`src/rtl/router_fsm_ctrl.sv`:
```
// Control FSM of the 1x3 packet router: header decode, payload load, FIFO-full
// stalls and parity check, with Moore-decoded status and back-pressure outputs.
module router_fsm_ctrl (
   input  logic       clock,
   input  logic       resetn,
   input  logic       pkt_valid,
   input  logic       parity_done,
   input  logic [1:0] data_in,
   input  logic       soft_reset_0,
   input  logic       soft_reset_1,
   input  logic       soft_reset_2,
   input  logic       fifo_full,
   input  logic       low_pkt_valid,
   input  logic       fifo_empty_0,
   input  logic       fifo_empty_1,
   input  logic       fifo_empty_2,
   output logic       busy,
   output logic       detect_add,
   output logic       lfd_state,
   output logic       ld_state,
   output logic       laf_state,
   output logic       full_state,
   output logic       rst_int_reg,
   output logic       write_enb_reg
);

   typedef enum logic [2:0] {
      DECODE_ADDRESS,
      LOAD_FIRST_DATA,
      LOAD_DATA,
      FIFO_FULL_STATE,
      LOAD_AFTER_FULL,
      LOAD_PARITY,
      CHECK_PARITY_ERROR,
      WAIT_TILL_EMPTY
   } state_t;

   state_t     state_reg;
   state_t     state_next;
   logic [1:0] addr_reg;

   // Padded to four entries so address 3 selects a constant 0 instead of X.
   logic [3:0] soft_reset_vec;
   logic [3:0] fifo_empty_vec;
   logic       soft_reset_hit;

   assign soft_reset_vec = {1'b0, soft_reset_2, soft_reset_1, soft_reset_0};
   assign fifo_empty_vec = {1'b0, fifo_empty_2, fifo_empty_1, fifo_empty_0};
   assign soft_reset_hit = soft_reset_vec[addr_reg];

   always_ff @(posedge clock or negedge resetn) begin
      if (!resetn) begin
         state_reg <= DECODE_ADDRESS;
         addr_reg  <= 2'd0;
      end else begin
         state_reg <= state_next;
         if (state_reg == DECODE_ADDRESS && pkt_valid)
            addr_reg <= data_in;
      end
   end

   always_comb begin
      state_next = state_reg;
      // An addressed soft reset overrides every other transition.
      if (state_reg != DECODE_ADDRESS && soft_reset_hit) begin
         state_next = DECODE_ADDRESS;
      end else begin
         case (state_reg)
            DECODE_ADDRESS: begin
               if (pkt_valid && data_in != 2'd3)
                  state_next = fifo_empty_vec[data_in] ? LOAD_FIRST_DATA : WAIT_TILL_EMPTY;
            end
            LOAD_FIRST_DATA: state_next = LOAD_DATA;
            LOAD_DATA: begin
               if (fifo_full)
                  state_next = FIFO_FULL_STATE;
               else if (!pkt_valid)
                  state_next = LOAD_PARITY;
            end
            FIFO_FULL_STATE: begin
               if (!fifo_full)
                  state_next = LOAD_AFTER_FULL;
            end
            LOAD_AFTER_FULL: begin
               if (parity_done)
                  state_next = DECODE_ADDRESS;
               else if (low_pkt_valid)
                  state_next = LOAD_PARITY;
               else
                  state_next = LOAD_DATA;
            end
            LOAD_PARITY: state_next = CHECK_PARITY_ERROR;
            CHECK_PARITY_ERROR: begin
               state_next = fifo_full ? FIFO_FULL_STATE : DECODE_ADDRESS;
            end
            WAIT_TILL_EMPTY: begin
               if (fifo_empty_vec[addr_reg])
                  state_next = LOAD_FIRST_DATA;
            end
            default: state_next = DECODE_ADDRESS;
         endcase
      end
   end

   assign detect_add    = (state_reg == DECODE_ADDRESS);
   assign lfd_state     = (state_reg == LOAD_FIRST_DATA);
   assign ld_state      = (state_reg == LOAD_DATA);
   assign laf_state     = (state_reg == LOAD_AFTER_FULL);
   assign full_state    = (state_reg == FIFO_FULL_STATE);
   assign rst_int_reg   = (state_reg == CHECK_PARITY_ERROR);
   assign write_enb_reg = (state_reg == LOAD_DATA) || (state_reg == LOAD_PARITY) ||
                          (state_reg == LOAD_AFTER_FULL);
   assign busy          = !((state_reg == DECODE_ADDRESS) || (state_reg == LOAD_DATA));

endmodule

```
`config.mk`:
```
export PLATFORM = sky130hd
export DESIGN_NAME = router_fsm_ctrl
export DESIGN_NICKNAME = d
export VERILOG_FILES = /design/src/rtl/router_fsm_ctrl.sv
export SDC_FILE = /design/constraint.sdc
export NUM_CORES = 1
export LEC_CHECK = 0
export ABC_AREA = 1
export ABC_CLOCK_PERIOD_IN_PS = 1100
export BUFFER_PORTS_ARGS = -buffer_cell sky130_fd_sc_hd__buf_4
export CAP_MARGIN = 0
export CELL_PAD_IN_SITES_DETAIL_PLACEMENT = 2
export CELL_PAD_IN_SITES_GLOBAL_PLACEMENT = 2
export CORE_UTILIZATION = 20
export CTS_BUF_LIST = sky130_fd_sc_hd__clkbuf_8 sky130_fd_sc_hd__clkbuf_16
export CTS_CLUSTER_DIAMETER = 80
export DETAILED_ROUTE_END_ITERATION = 16
export HOLD_SLACK_MARGIN = 0.1
export PLACE_DENSITY = 0.75
export SLEW_MARGIN = 20
export SYNTH_ARGS = -nofsm -noshare
export SYNTH_HDL_FRONTEND = slang
export SYNTH_SLANG_ARGS = --single-unit
```
`constraint.sdc`:
```
create_clock -name clock -period 1.1 [get_ports clock]
set_input_delay 0.055 -clock clock [delete_from_list [all_inputs] [get_ports clock]]
set_output_delay 0.055 -clock clock [all_outputs]
set_load 0.1 [all_outputs]
```
# --- Word level (Yosys, flattened, before mapping) ---
# Cells that the tools add are included.
word_totals:
  regBits: 5
  out_inout_bits: 8
  elab_cells: 43
classes:
  magnitude_cmp: 2
  n_eq_ne: 12
  muxes: 17
  reduce_logical: 10
op_table:
  columns: ["op", "n"]
  rows:
  - ["two-way mux 3 bit", 9]
  - ["one-hot mux 3 bit (8 select lines)", 1]
  - ["equality test 3 bit (second input constant)", 4]
  - ["binary-select mux 1 bit (select 2 bit)", 3]
  - ["equality test 3 x 2 -> 1 bit (second input constant)", 2]
  - ["less-than comparator 2 x 3 -> 1 bit (second input constant)", 2]
  - ["!= test 4 x 3 -> 1 bit (second input constant)", 1]
  - ["AND reduction 4 bit", 1]
  - ["equality test 3 x 1 -> 1 bit (second input constant)", 1]
  - ["logical AND 1 bit", 3]
  - ["zero test 3 bit", 1]
  - ["logical OR 1 bit", 3]
  - ["two-way mux 1 bit", 3]
  - ["!= test 3 x 1 -> 1 bit (second input constant)", 1]
  - ["!= test 3 x 2 -> 1 bit (second input constant)", 1]
  - ["!= test 3 bit (second input constant)", 1]
  - ["nonzero test 3 bit", 1]
  - ["two-way mux 2 bit", 1]
  - ["!= test 2 bit (second input constant)", 1]
  - ["zero test 1 bit", 1]

# --- Longest topological paths before layout ---
# Gate-level depths: netlist of the first run.
logic_depth:
  ltp_word: 6
  depth_mapped: 9
  depth_no_buf: 8

# --- Worst setup path after synthesis of the first run ---
# No wires, ideal clock.
synth_timing:
  path_kind: "register to output"
  from: "register state_reg[2]"
  to: "output write_enb_reg"
  arrival_time_ns: 3.532
  required_time_ns: 1.045
  setup_slack_ns: -2.487
  stages_incl_launch_ff: 4
  path_cell_list: "dfrtp_1 -> inv_2 -> nor3_1 -> or3b_1"
synth_via:
  elab_cells_between_ends: 5
  cone_classes: "eq/ne: 3; reduce/logical: 2"
synth_lines:
  columns: ["element", "line", "text"]
  rows:
  - ["start, declared", "38", "state_t state_reg;"]
  - ["start signal, assigned", "56", "state_reg <= state_next;"]
  - ["equality test 3 bit", null, null]
  - ["net laf_state", "21", "output logic laf_state,"]
  - ["logical OR 1 bit", "111", "assign write_enb_reg = (state_reg == LOAD_DATA) || (state_reg == LOAD_PARITY) ||"]
  - ["end, declared", "24", "output logic write_enb_reg"]
# The timed path passes the listed nets, and every way through them passes these cells.

# --- Worst setup path after layout of the first run ---
layout_timing:
  from: "register state_reg[2]"
  to: "register state_reg[0]"
layout_via:
  elab_chain_len: 4
  elab_cells_between_ends: 17
  cone_classes: "eq/ne: 11; mux: 2; reduce/logical: 4"
layout_lines:
  columns: ["element", "line", "text"]
  rows:
  - ["nonzero test 3 bit", "65", "if (state_reg != DECODE_ADDRESS && soft_reset_hit) begin"]
  - ["logical AND 1 bit", "65", null]
  - ["!= test 4 x 3 -> 1 bit (no source line) (tied with other cells)", null, null]
  - ["AND reduction 4 bit (no source line)", null, null]
# Several ways; a longest one is shown, not always the timed one.
# A chain may end at the register's enable or synchronous reset.

==> results.cfg, run 1 <==
[placed_design]
place.gp.congestion = 0.7765
place_area_um2 = 948.4
post-place-ws_ps = -323.3
portBuffers = 21
hpwlAfterDp_mm = 1.884

[route]
detail-route-antenna-nets = 0
wl_mm = 4.077
wl_per_cell_um = 22.52
via_per_inst = 4.994
drtIter0Drc = 4
drt_first_pass_iters = 4
dr_total_vias = 904
drc = 0

[timing]
drv_slew = 0
worstMarginPinSlew_ps = 332.6
hold_viol_final = 0
period_share_pct = 154.8
worst_slack_ps = -602.4
fin_worst_skew_ps = 12.09
fmax_mhz = 587.4
period_needed_ps = 1702
setup_violations = 13
rsz0062_at_grt = true
slew_headroom_pct = 77.59

[global_route]
grt_pass1_vias = 984
grt-busiest-layer = met2
grt_max_degree = 7
grt_use_total_pct = 24.05
use_met2_pct = 46.54
grt-ovfl-total = 0
grt_util_met1_pct = 24.34
grt_pass1_wl_mm = 4.788
use_met3_pct = 6.389
antenna_found_initial = 0

[synth]
synth_compound_area_share_pct = 5.492
syn-num-nets = 109
synthSimpleGateAreaFrac_pct = 56.52
netlist_instances = 95
synth_top_area_share_pct = 22.88
seq_area_frac_synth_pct = 22.88
synth_top_family_by_area = simple AND/OR/NAND/NOR gates
ys_top_cells_by_area = dfrtp_1 23%, nand3_1 17%, nand2_1 14%, inv_1 11%, nor2_1 7.6%
ys_seq_elements = 5
synthesis.area_um2 = 546.8
yosys.area.top_type = dfrtp_1
synth_xor_area_share_pct = 0
synth_warnings = 0
ys_types = 17
synth_fa_ha_area_share_pct = 0
syn_avg_cell_area_um2 = 5.756
muxShareOfSynthArea_pct = 0

[run]
drv_cap = 0

[cells_and_area]
area_growth_syn_to_layout_pct = 149.0
final_common_cell = buf_4
nNetsFinal = 166
insertedDiodeCount = 0
final_cell_mix = 34 x buf_4, 14 x inv_1, 12 x nand2_1
largest_register_ffs = 3
fin_area_um2 = 1361
fillers = 263
drive_gt1_share_pct = 64.24
postLayoutCoreUtil_pct = 53.97

[die]
start_util_pct = 21.68
ios = 22
die_area_um2 = 2947
core_area_um2 = 2522
die_h_um = 54.29
die-width_um = 54.29
rows = 18

[power_and_ir_drop]
leakage_nw = 0.6865
finalPower_mw = 5.395
power_density_nw_per_um2 = 3963
p_sw_share_pct = 54.98
power_frac_clock_pct = 7.0
pwr-share-seq_pct = 8.3
internal-power_mw = 2.429
ir_worst_vdd_v = 0.002595
p_switching_mw = 2.966
power_frac_comb_pct = 84.8

[clock_network]
tritoncts = yes
htreeDepth = 1
cts_made_buffers = 3
path_clk_slew_ps = 50
clockRootBuffer = clkbuf_8
clock_path_buffers = 2
clk-insertion-delay-late_ps = 250
cts_sinks = 5

[worst_setup_path]
crit_arrival_ps = 1820
reg2reg_slack_ps = -600
critical_path_required_ps = 1220
crit_fanout = 6
crit_path_end_kind = flip-flop
crit_path_start_kind = flip-flop
worst-setup-path-type = flip-flop to flip-flop

[run_status]
violations = negative setup slack
status = finished, violations left

[hold_path]
min_path_type = primary input to flip-flop
## cells in the mapped netlist
library cell	instances
a21oi_1	2
buf_4	2
dfrtp_1	5
inv_1	16
inv_2	2
nand2_1	21
nand2_4	1
nand3_1	19
nand3_2	1
nand4_1	2
nor2_1	11
nor2_2	3
nor2_4	1
nor2b_1	1
nor3_1	3
o21ai_0	4
or3b_1	1
## metal layers
| metal | part of all wire, % | vias up |
|---|---|---|
| met5 | 0 | - |
| met4 | 4.0 | 0 |
| met3 | 3.9 | 14 |
| met2 | 54 | 32 |
| met1 | 39 | 442 |
| li1 | - | 416 |
## worst paths after layout
check / startpoint / cells after the start / to
worst max-delay path: state_reg[2] / 9 / state_reg[0]
worst min-delay path: data_in[1] / 3 / addr_reg[1]
worst max register to register: state_reg[2] / 9 / state_reg[0]
worst min register to register: addr_reg[0] / 2 / addr_reg[0]
max in group asynchronous: resetn / 2 / addr_reg[1]
min in group asynchronous: resetn / 2 / state_reg[1]
## logic make-up (layout without fill, tap and decap cells)
logic type / count (synthesis) / after routing
AND/OR/NAND/NOR: 64 / 64
buffers and inverters: 20 / 76
AO/OA/AOI/OAI: 6 / 6
flip-flops: 5 / 5
## critical path: stages (launching register included)
cell and delay [ps]:
dfrtp_2 470, inv_4 80, buf_4 140, buf_4 130
nand4_1 130, inv_1 90, nor2_1 160, nand3_2 160
nand3_2 120, nand2_1 80
## through the flow
step                      hold WS, ps  cells  setup TNS [ps]
final                           119.7    181           -4815
after global routing            138.9    181           -5315
after CTS                       118.0    178           -3648
after detailed placement       -137.4    162           -2172
after global placement         -137.8    162           -1746
after floorplan                -240.6     95           -2963
## power groups by stage
| stage | Combinational, mW | Clock [mW] | Sequential, mW |
|---|---|---|---|
| CTS | 3.94 | 0.357 | 0.412 |
| global placement | 2.94 | 0 | 0.416 |
| finish | 4.57 | 0.375 | 0.448 |
| floorplan | 2.14 | 0 | 0.354 |
| detailed placement | 3.02 | 0 | 0.424 |
| global route | 4.75 | 0.389 | 0.452 |
## final cells by class
type	count	area [um2]	area share, %
clock buffer	3	41.29	3.033
clock inverter	1	3.754	0.2757
inverter	18	86.33	6.342
multi-input combinational	70	493.0	36.21
sequential	5	128.9	9.467
tap	30	37.54	2.757
timing repair buffer	54	570.5	41.91
## repair_timing
action / 4_1_cts / 5_1_grt
endpoints found under the setup margin: 13 / 13
buffers inserted: 11 / 3
endpoints found under the hold margin: 5 / 0
gates resized for setup: 40 / 21
pin swaps: 15 / 8
hold buffers: 1 / 0
No activity file was read; power rests on OpenSTA's default activity.
==> run 2: changes to the inputs <==
--- a/config.mk
+++ b/config.mk
@@ -11,6 +11,7 @@
 export CAP_MARGIN = 0
 export CELL_PAD_IN_SITES_DETAIL_PLACEMENT = 2
 export CELL_PAD_IN_SITES_GLOBAL_PLACEMENT = 2
+export CORE_ASPECT_RATIO = 1.4
 export CORE_UTILIZATION = 20
 export CTS_BUF_LIST = sky130_fd_sc_hd__clkbuf_8 sky130_fd_sc_hd__clkbuf_16
 export CTS_CLUSTER_DIAMETER = 80
==> results.cfg, run 2 (same netlist as run 1, synthesis figures left out) <==
[route]
dr_wl_met2_mm = 1.874
drt_first_pass_iters = 4
top_layer = met4
dr_total_vias = 862
via_per_inst = 4.789
wl_met1_um = 988
drc = 0
dr_wl_met3_um = 74
detail-route-antenna-nets = 0
wl_per_cell_um = 16.80
wl_mm = 3.024
drtIter0Drc = 10

[timing]
fmax_mhz = 643.1
worst_slack_ps = -454.9
hold_viol_final = 0
drv_slew = 0
fin_worst_skew_ps = 1.170
slew_headroom_pct = 81.87
period_needed_ps = 1555
setup_violations = 13
worstMarginPinSlew_ps = 271.3
period_share_pct = 141.4
rsz0062_at_grt = true

[placed_design]
place.gp.congestion = 0.7625
hpwlAfterDp_mm = 1.987
portBuffers = 21

[worst_setup_path]
crit_buf_inv = 2
critical_path_required_ps = 1250
crit_path_end_kind = flip-flop
crit_chain = buf_12, buf_12, nor2_4, nand2_4, nand2_1, nand3_1, nand2_1
worst-setup-path-type = flip-flop to flip-flop
cp_top_family = simple AND/OR/NAND/NOR gates
crit_fanout = 6
slowest_delay_ps = 410
critical-path-slowest-cell = dfrtp_1
crit_path_start_kind = flip-flop
crit_arrival_ps = 1700

[global_route]
grt_max_degree = 7
grt-ovfl-total = 0
grt_pass1_vias = 921
antenna_found_initial = 0
grt_use_total_pct = 20.48
grt_pass1_wl_mm = 4.250

[cells_and_area]
drive_gt1_share_pct = 56.25
final_cell_mix = 29 x buf_4, 15 x inv_1, 15 x nand2_1
area_growth_syn_to_layout_pct = 133.0
fillers = 302
final_common_cell = buf_4
nNetsFinal = 159
multi_input_area_um2 = 476.7
largest_register_ffs = 3
insertedDiodeCount = 0
ff_latch_area_um2 = 127.6
postLayoutCoreUtil_pct = 48.71

[run_status]
violations = negative setup slack
status = finished, violations left

[die]
die-width_um = 46.19
core_area_um2 = 2615
rows = 22
die_area_um2 = 2950
start_util_pct = 20.91
ios = 22
die_h_um = 63.87

[clock_network]
clk-insertion-delay-late_ps = 220
path_clk_slew_ps = 40
htreeDepth = 1
cts_made_buffers = 3
clock_path_buffers = 2
cts_sinks = 5
clockRootBuffer = clkbuf_8
tritoncts = yes

[run]
drv_cap = 0

[hold_path]
min_path_type = primary input to flip-flop
run 2: changes by cell type in the layout (fill, tap and decap cells not counted), sizes merged:
cell,before,now
buf,53,46
run 2: final timing paths:
kind / startpoint / end / slack [ps] / cells past startpoint
worst max-delay path: state_reg[0] / state_reg[1] / -450 / 7
worst min-delay path: pkt_valid / addr_reg[0] / 170 / 3
worst max register to register: state_reg[0] / state_reg[1] / -450 / 7
worst min register to register: addr_reg[0] / addr_reg[0] / 590 / 2
max in group asynchronous: resetn / state_reg[1] / 800 / 2
min in group asynchronous: resetn / addr_reg[0] / 180 / 2
run 2: metal layers:
metal  global-route usage (%)  vias up
met2                    42.08       30
met1                    19.24      424
met4                    5.515        0
met5                        0        -
met3                    1.977        7
li1                         -      401
run 2: final cells by class:
| cell class | instances | area share (%) |
|---|---|---|
| Clock inverter | 1 | 0.2947 |
| Multi-Input combinational cell | 70 | 37.43 |
| Timing Repair Buffer | 47 | 38.70 |
| Inverter | 18 | 6.778 |
| Tap cell | 36 | 3.536 |
| Sequential cell | 5 | 10.02 |
| Clock buffer | 3 | 3.242 |
run 2: worst reg2reg max path, stage by stage (launching register included):
cell	delay (ps)
dfrtp_1	410
buf_12	150
buf_12	120
nor2_4	160
nand2_4	120
nand2_1	250
nand3_1	160
nand2_1	110
run 2: per-stage QoR:
step / instance area, um2 / hold slack [ps] / TNS (ps) / setup slack [ps] / instances
6_report: 1274 / 165.9 / -4246 / -454.9 / 180
5_1_grt: 1274 / 179.3 / -4994 / -534.1 / 180
4_1_cts: 1176 / 151.7 / -3650 / -400.5 / 177
3_5_place_dp: 940.9 / -140.0 / -1856 / -331.8 / 166
3_3_place_gp: 940.9 / -140.7 / -1410 / -264.2 / 166
2_1_floorplan: 624.3 / -240.6 / -2963 / -783.6 / 95
run 2: what timing repair did:
action	CTS	global route
resized for setup	32	17
buffers inserted	6	3
hold buffers	1	0
setup endpoints to repair	13	13
pin swaps	7	8
endpoints found under the hold margin	5	0
Power of run 2 is left out: the tool's default activity adds up to more than one toggle a clock period on the data nets, which glitch-free logic cannot reach.
